**src/rtl/ttt_turn_arbiter_if.sv**
```systemverilog
// Move/turn handshake between the turn arbiter and the tic-tac-toe game core.
// master = request/result side (core + players), slave = arbiter.
interface ttt_turn_arbiter_if;
   logic       play;
   logic [3:0] player;
   logic       comp;
   logic [3:0] computer;
   logic [1:0] winner;
   logic       mv_valid;
   logic       mv_who;
   logic [3:0] mv_pos;
   logic [1:0] turn;
   logic       reject;
   logic       timeout;
   logic       done;
   logic [3:0] move_count;

   modport master (
      output play, player, comp, computer, winner,
      input  mv_valid, mv_who, mv_pos, turn, reject, timeout, done, move_count
   );

   modport slave (
      input  play, player, comp, computer, winner,
      output mv_valid, mv_who, mv_pos, turn, reject, timeout, done, move_count
   );
endinterface

```
**src/rtl/ttt_turn_arbiter.sv**
```systemverilog
// Alternating player/computer turn arbiter with occupancy tracking for tic-tac-toe.
// Optional per-turn forfeit timer enabled by defining TURN_TIMEOUT_EN.
//
// state  | meaning
// P_TURN | waiting for a player move request
// C_TURN | waiting for a computer move request
// ISSUE  | mv_valid strobe cycle for the accepted move
// CHECK  | sample winner / move_count, pick next turn or finish
// DONE   | game over, held until reset
module ttt_turn_arbiter #(
   parameter int TIMEOUT = 15
) (
   input  logic               clock,
   input  logic               reset,
   ttt_turn_arbiter_if.slave  bus
);

   typedef enum logic [2:0] {
      P_TURN = 3'd0,
      C_TURN = 3'd1,
      ISSUE  = 3'd2,
      CHECK  = 3'd3,
      DONE   = 3'd4
   } state_t;

   state_t      state_q, state_d;
   logic [8:0]  occ_q, occ_d;
   logic [3:0]  move_count_q, move_count_d;
   logic [3:0]  mv_pos_q, mv_pos_d;
   logic        mv_who_q, mv_who_d;
   logic        mv_valid_q, mv_valid_d;
   logic        reject_q, reject_d;

   logic        in_turn;
   logic        req_act;
   logic [3:0]  req_idx;
   logic [15:0] occ_ext;
   logic        legal;
   logic        tmo_hit;
   logic [1:0]  turn_o;
   logic        done_o;

   always_comb begin : req_decode
      in_turn = (state_q == P_TURN) || (state_q == C_TURN);
      req_act = 1'b0;
      req_idx = 4'd0;
      case (state_q)
         P_TURN: begin
            req_act = bus.play;
            req_idx = bus.player;
         end
         C_TURN: begin
            req_act = bus.comp;
            req_idx = bus.computer;
         end
         default: ;
      endcase
      // Zero-extended map lets indices 9..15 read as "free" but fail the range test.
      occ_ext = {7'd0, occ_q};
      legal   = req_act && (req_idx <= 4'd8) && !occ_ext[req_idx];
   end

`ifdef TURN_TIMEOUT_EN
   localparam int TW = (TIMEOUT > 1) ? $clog2(TIMEOUT) : 1;

   logic [TW-1:0] timer_q, timer_d;
   logic          timeout_q, timeout_d;

   assign tmo_hit = in_turn && !legal && (timer_q == TW'(TIMEOUT - 1));

   always_comb begin : timer_next
      timer_d   = '0;
      timeout_d = tmo_hit;
      if (in_turn && (state_d == state_q)) begin
         timer_d = timer_q + TW'(1);
      end
   end

   always_ff @(posedge clock or negedge reset) begin
      if (!reset) begin
         timer_q   <= '0;
         timeout_q <= 1'b0;
      end else begin
         timer_q   <= timer_d;
         timeout_q <= timeout_d;
      end
   end

   assign bus.timeout = timeout_q;
`else
   assign tmo_hit     = 1'b0;
   assign bus.timeout = 1'b0;
`endif

   always_ff @(posedge clock or negedge reset) begin
      if (!reset) begin
         state_q      <= P_TURN;
         occ_q        <= 9'd0;
         move_count_q <= 4'd0;
         mv_pos_q     <= 4'd0;
         mv_who_q     <= 1'b0;
         mv_valid_q   <= 1'b0;
         reject_q     <= 1'b0;
      end else begin
         state_q      <= state_d;
         occ_q        <= occ_d;
         move_count_q <= move_count_d;
         mv_pos_q     <= mv_pos_d;
         mv_who_q     <= mv_who_d;
         mv_valid_q   <= mv_valid_d;
         reject_q     <= reject_d;
      end
   end

   always_comb begin : fsm_next
      state_d = state_q;
      case (state_q)
         P_TURN: begin
            if (legal)        state_d = ISSUE;
            else if (tmo_hit) state_d = C_TURN;
         end
         C_TURN: begin
            if (legal)        state_d = ISSUE;
            else if (tmo_hit) state_d = P_TURN;
         end
         ISSUE: state_d = CHECK;
         CHECK: begin
            // The side that just moved is in mv_who_q; the other side goes next.
            if ((bus.winner != 2'b00) || (move_count_q == 4'd9)) state_d = DONE;
            else if (mv_who_q)                                   state_d = P_TURN;
            else                                                 state_d = C_TURN;
         end
         DONE:    state_d = DONE;
         default: state_d = P_TURN;
      endcase
   end

   always_comb begin : fsm_out
      mv_valid_d   = legal;
      reject_d     = req_act && !legal;
      mv_who_d     = mv_who_q;
      mv_pos_d     = mv_pos_q;
      occ_d        = occ_q;
      move_count_d = move_count_q;
      if (legal) begin
         mv_who_d = (state_q == C_TURN);
         mv_pos_d = req_idx;
         occ_d    = occ_q | (9'd1 << req_idx);
         if (move_count_q != 4'd9) begin
            move_count_d = move_count_q + 4'd1;
         end
      end

      turn_o = 2'b00;
      case (state_q)
         P_TURN:  turn_o = 2'b01;
         C_TURN:  turn_o = 2'b10;
         default: turn_o = 2'b00;
      endcase
      done_o = (state_q == DONE);
   end

   assign bus.mv_valid   = mv_valid_q;
   assign bus.mv_who     = mv_who_q;
   assign bus.mv_pos     = mv_pos_q;
   assign bus.reject     = reject_q;
   assign bus.move_count = move_count_q;
   assign bus.turn       = turn_o;
   assign bus.done       = done_o;

endmodule
```
**src/flat_wrapper.sv**
```systemverilog
// flat-port wrapper written by rule: the top's interface ports become plain ports
module ttt_turn_arbiter_flat 
#(
   parameter int TIMEOUT = 15
)
  (clock, reset, bus_play, bus_player, bus_comp, bus_computer, bus_winner, bus_mv_valid, bus_mv_who, bus_mv_pos, bus_turn, bus_reject, bus_timeout, bus_done, bus_move_count);
  ttt_turn_arbiter_if bus_i ();
  input  logic clock;
  input  logic reset;
  input wire logic [$bits(bus_i.play)-1:0] bus_play;
  input wire logic [$bits(bus_i.player)-1:0] bus_player;
  input wire logic [$bits(bus_i.comp)-1:0] bus_comp;
  input wire logic [$bits(bus_i.computer)-1:0] bus_computer;
  input wire logic [$bits(bus_i.winner)-1:0] bus_winner;
  output wire logic [$bits(bus_i.mv_valid)-1:0] bus_mv_valid;
  output wire logic [$bits(bus_i.mv_who)-1:0] bus_mv_who;
  output wire logic [$bits(bus_i.mv_pos)-1:0] bus_mv_pos;
  output wire logic [$bits(bus_i.turn)-1:0] bus_turn;
  output wire logic [$bits(bus_i.reject)-1:0] bus_reject;
  output wire logic [$bits(bus_i.timeout)-1:0] bus_timeout;
  output wire logic [$bits(bus_i.done)-1:0] bus_done;
  output wire logic [$bits(bus_i.move_count)-1:0] bus_move_count;
  assign bus_i.play = bus_play;
  assign bus_i.player = bus_player;
  assign bus_i.comp = bus_comp;
  assign bus_i.computer = bus_computer;
  assign bus_i.winner = bus_winner;
  assign bus_mv_valid = bus_i.mv_valid;
  assign bus_mv_who = bus_i.mv_who;
  assign bus_mv_pos = bus_i.mv_pos;
  assign bus_turn = bus_i.turn;
  assign bus_reject = bus_i.reject;
  assign bus_timeout = bus_i.timeout;
  assign bus_done = bus_i.done;
  assign bus_move_count = bus_i.move_count;
  ttt_turn_arbiter #(.TIMEOUT(TIMEOUT)) u_core (.clock(clock), .reset(reset), .bus(bus_i));
endmodule
```
**config.mk**
```make
export PLATFORM = sky130hd
export DESIGN_NAME = ttt_turn_arbiter_flat
export DESIGN_NICKNAME = d
export VERILOG_FILES = /design/src/rtl/ttt_turn_arbiter_if.sv /design/src/rtl/ttt_turn_arbiter.sv /design/src/flat_wrapper.sv
export SDC_FILE = /design/constraint.sdc
export NUM_CORES = 1
export LEC_CHECK = 0
export ABC_CLOCK_PERIOD_IN_PS = 2760
export CORE_MARGIN = 2
export CORE_UTILIZATION = 48
export DETAILED_ROUTE_END_ITERATION = 6
export PLACE_DENSITY = 0.77
export SKIP_LAST_GASP = 1
export SLEW_MARGIN = 20
export SYNTH_ARGS = -nofsm -noshare
export SYNTH_HDL_FRONTEND = slang
export SYNTH_SLANG_ARGS = --single-unit
```
**constraint.sdc**
```tcl
create_clock -name clock -period 2.76 [get_ports clock]
set_input_delay 0.69 -clock clock [delete_from_list [all_inputs] [get_ports clock]]
set_output_delay 0.69 -clock clock [all_outputs]
set_load 0.02 [all_outputs]
```
[Word level (Yosys, flattened, before mapping)]
Cells that the tools add are included.
Word-level totals
  register bits: 23
  input bits: 14
  output and inout bits: 15
Operators by class
  reduce and logical (&&, ||, !) cells: 10
  eq/ne operators: 7
  bitwise operators: 1
  multiplexer cells: 9
  shift operators: 1
  add/sub/neg operators: 1
  magnitude comparators: 2
Operators by type and width (number)
  $pmux 3 s4: 1
  $or 9x9->9: 1
  $shl 1x4->9 const A: 1
  $pmux 4 s2: 1
  $eq 3x2->1 const B: 2
  $mux 3: 2
  $lt 4x5->1 const B: 1
  $add 4x1->4 const B: 1
  $bmux 1 s4: 1
  $eq 4x4->1 const B: 1
  $le 4x4->1 const B: 1
  $ne 4x4->1 const B: 1
  $pmux 2 s2: 1
  $eq 3x1->1 const B: 1
  $eq 3x3->1 const B: 1
  $logic_and 1x1->1: 3
  $logic_not 3->1: 1
  $logic_not 1->1: 2
  $mux 1: 2
  $ne 2x1->1 const B: 1
  $pmux 1 s2: 1
  $reduce_and 2->1: 1
  $reduce_bool 2->1: 1
  $reduce_or 2->1: 1
  $logic_or 1x1->1: 1

[Logic depth before layout (Yosys ltp)]
  depth after elaboration: 8
  mapped depth: 9
  mapped depth without buffers: 7

[Worst setup path before layout]
OpenSTA, ideal clock, no wires.
  kind: input -> register
  start: input bus_player[0]
  end: register u_core.mv_pos_q[0], in the netlist u_core.bus.mv_pos[0]
  stages: 7
  arrival time: 2.447 ns
  setup slack: 0.189 ns
  data required time: 2.635 ns
  path through: mux2_4 -> nand2_4 -> mux2_4 -> a2111oi_2 -> and3_1 -> buf_6 -> mux2_2
On the way
  cells in the longest elaborated chain, start to end: 5
  elaborated cells on any way between the ends: 7
  those cells by class: order compare (1); mux (3); reduce/logical (3)
Ends and longest elaborated chain
  start: declaration: line flat_wrapper.sv:11  | input wire logic [$bits(bus_i.player)-1:0] bus_player;
  $pmux 4 s2 *: line ttt_turn_arbiter.sv:47  | case (state_q)
  $bmux 1 s4: line ttt_turn_arbiter.sv:60  | legal = req_act && (req_idx <= 4'd8) && !occ_ext[req_idx];
  $mux 1 (implied by the code): line ttt_turn_arbiter.sv:60
  $logic_not 1->1: line ttt_turn_arbiter.sv:60
  $logic_and 1x1->1: line ttt_turn_arbiter.sv:60
  end signal: assignment: line ttt_turn_arbiter.sv:108  | mv_pos_q <= mv_pos_d;
  end: declaration: line ttt_turn_arbiter.sv:29  | logic [3:0] mv_pos_q, mv_pos_d;
Mark *: on every way between the ends. The rest lies on a longest branch, timed or not. The select of a mux whose other input is x is not followed.
A chain may end at the register's enable or synchronous reset.

[Final worst setup path]
  start: input bus_player[0]
  end: register u_core.move_count_q[2], in the netlist u_core.bus.move_count[2]
On the way
  cells in the longest elaborated chain, start to end: 6
  elaborated cells on any way between the ends: 8
  those cells by class: order compare (1); mux (3); reduce/logical (4)
Ends and longest elaborated chain
  $pmux 4 s2 *: line ttt_turn_arbiter.sv:47
  $bmux 1 s4: line ttt_turn_arbiter.sv:60
  $mux 1 (implied by the code): line ttt_turn_arbiter.sv:60
  $logic_not 1->1: line ttt_turn_arbiter.sv:60
  $logic_and 1x1->1 *: line ttt_turn_arbiter.sv:60
  $reduce_and 2->1 (no source line) *
  end signal: assignment: line ttt_turn_arbiter.sv:107  | move_count_q <= move_count_d;
  end: declaration: line ttt_turn_arbiter.sv:28  | logic [3:0] move_count_q, move_count_d;
Marked as above.

==> metrics <==
status completed; Antenna diodes 0; Post-synth EDFFs 0; dpl hpwl 2230 um; FF+latch area 576 sq um; final slew viol count 0; RSZ-0062 raised after global routing no; via count 1002; number of setup buffers added after CTS 0; vias in the first global route 1023; Die Wd 54.2 um; Static Leak 0.741 nW; Worst Path Required 2980 ps; DRC errors left 0; leading area contributor after synthesis dfrtp_1; top cells by area, synth dfrtp_1 (48%), mux2_2 (6.5%), a31o_2 (5.1%), mux2i_1 (4.1%), nor2_1 (3.1%); Synth Area in Compound Gates 0.140; Max H-tree Level 1; Skew-Pair Late Insertion Delay 320 ps; predominant post-synthesis flop cell dfrtp_1; final net count 168; Final Cell Area 0.00165 sq mm; Synth-to-Final Area Change 36.7%; via/cell ratio 5.54; mapped cell area 0.00121 sq mm; CTS max path bufs 2; placed cell areas 0.00161 sq mm; Syn. warnings 0; Power per Cell Area 1250 mW/mm^2; remaining antenna violation count 0; total gr overflow 0; sequential share of the synthesized area 0.476; first-pass GRT wire length 4460 um; IR drop worst, VDD 0.721 mV; adder-cell area share of the yosys netlist 0.0207; site row count 18; Post-Synthesis Cells 107; clock root cell clkbuf_4; multiplexer area fraction after synthesis 0.141; initial core utilization 0.497; Final setup viols 0; Worst-Margin Slew 517 ps; Synth Area in XOR/XNOR 0.0145; cell with the most instances after synthesis dfrtp_1; CP Launch Type primary input; clk sinks 23; main combinational cell family by area after synthesis simple AND/OR/NAND/NOR gates; CP Class in -> reg; post-synth cell types 39; Final Wtd Congestion 0.919; TritonCTS buffer count 3; met3 routed WL 123 um; Core ar. 0.00243 sq mm; Port Buffers 27; Syn Area/Cell 11.3 sq um; Max Cap Viol 0; register bit count reported by yosys 23; ys async rst share 1.00; Reg2Reg Depth 8; Initial DRC Count 9; fill count 211; final clock period utilization by the worst path 0.980; simple-gate share of the synthesized area 0.160; clock skew 7.26 ps; gr usage total 0.220; Crit. End Element register; top cell type's share of synthesized area 0.476; top post-synthesis cells by count dfrtp_1 (23), nor2_1 (10), a31o_2 (7), mux2_2 (7); Fin. Hold Viols 0; Routed WL per cell 15.9 um; CTS tree yes; DRT Pass-1 Iters 4; Die Y 54.2 um; Multi-input gate area 599 sq um; M1 wire length 1150 um; largest net degree at the start of global routing 24; fmax 370 MHz; worst hold path stage count 1; clk slew on worst S/H paths 130 ps; Routed WL 2880 um; Rel. slew slack 0.653; fin crit period 2700 ps; HP Class reg -> reg; Fin Setup TNS 0 ps; Mapped Nets 123; DR top layer met4; io pins 29; Max FO, Critical Path 3; Critical Path AT 2920 ps; Routed met2 length 1540 um; Die ar. 0.00294 sq mm; initial antenna violation count 0; share of cells above drive strength 1 0.291
-- cells in the final DEF (no fill, tap or decap), drive strengths merged, types with 2 or more instances in the layout --
| cell type | synthesis | routed |
|---|---|---|
| clkbuf | 1 | 3 |
| clkdlybuf4s50 | 0 | 27 |
| dfrtp | 23 | 23 |
| o21ai | 4 | 4 |
| buf | 4 | 18 |
| nand3 | 5 | 5 |
| a2111oi | 2 | 2 |
| or2 | 2 | 2 |
| mux2i | 5 | 5 |
| nand2 | 6 | 6 |
| a211oi | 2 | 2 |
| mux2 | 10 | 10 |
| ha | 2 | 2 |
| nor3 | 4 | 4 |
| o41ai | 2 | 2 |
| a31o | 8 | 8 |
| inv | 2 | 2 |
| nor2 | 11 | 11 |
| nand3b | 2 | 2 |
-- stage by stage --
step | util | hold WS [ps] | worst slack, ps | instances | power (mW)
floorplan | - | 394 | 189 | 107 | 1.36
global placement | 0.660 | 445 | -292 | 177 | 1.82
detailed placement | 0.660 | 449 | -406 | 177 | 1.88
CTS | 0.672 | 483 | 0.780 | 181 | 2.04
global route | 0.680 | 499 | 24.0 | 181 | 2.21
finish | 0.680 | 481 | 55.0 | 181 | 2.07
-- sequential cells by signal, indices dropped and copies added, names as in the netlist --
| name | count |
|---|---|
| u_core.state_q | 3 |
| u_core.bus.mv_valid | 1 |
| u_core.bus.mv_who | 1 |
| u_core.bus.move_count | 4 |
| u_core.bus.reject | 1 |
| u_core.bus.mv_pos | 4 |
| u_core.occ_q | 9 |
-- layer usage --
metal / up-vias / track usage
li1: 480 / -
met1: 491 / 0.250
met4: 0 / 0.142
met5: - / 0
met3: 8 / 0.0500
met2: 23 / 0.367
-- cells by family after synthesis --
| group | count (synthesis) |
|---|---|
| AOI/OAI and AO/OA | 21 |
| DFF | 23 |
| buffers and inverters | 7 |
| xor gates and xnor gates | 2 |
| other | 1 |
| muxes | 15 |
| adders and majority gates | 2 |
| and+or+nand+nor | 36 |
-- final timing paths --
check	from	to	slack, ps
max in group asynchronous	reset	u_core.state_q[2]	1820
worst max-delay path	bus_player[0]	u_core.bus.move_count[2]	60
worst min-delay path	u_core.occ_q[8]	u_core.occ_q[8]	480
min in group asynchronous	reset	u_core.bus.mv_pos[0]	710
worst max register to register	u_core.state_q[0]	u_core.occ_q[2]	250
worst min register to register	u_core.occ_q[8]	u_core.occ_q[8]	480
-- power breakdown --
group	leakage, nW	internal [mW]	switching [mW]	total (mW)
Clock	0.0177	0.0543	0.108	0.162
Sequential	0.282	0.490	0.143	0.633
Combinational	0.442	0.669	0.610	1.28
Total	0.741	1.21	0.861	2.07
-- critical path, cell delays in order --
cell	delay (ps)
clkdlybuf4s50_1	450
mux2_4	310
nand2_4	80
mux2_4	310
a2111oi_4	380
buf_4	180
and4_1	190
mux2_2	330
-- cell type report --
type                    instances  area share
clock buffers                   3      0.0136
clock inverters                 1     0.00303
inverters                       2     0.00454
multi-input cells              77       0.363
flip-flops and latches         23       0.348
well taps                      30      0.0227
repair buffers                 45       0.245
-- repair_timing --
item | in CTS | in global routing
endpoints found under the hold margin | 0 | 0
endpoints found under the setup margin | 6 | 17
hold buffers | 0 | 0
resized for setup | 1 | 3
No activity file was read; power rests on OpenSTA's default activity.
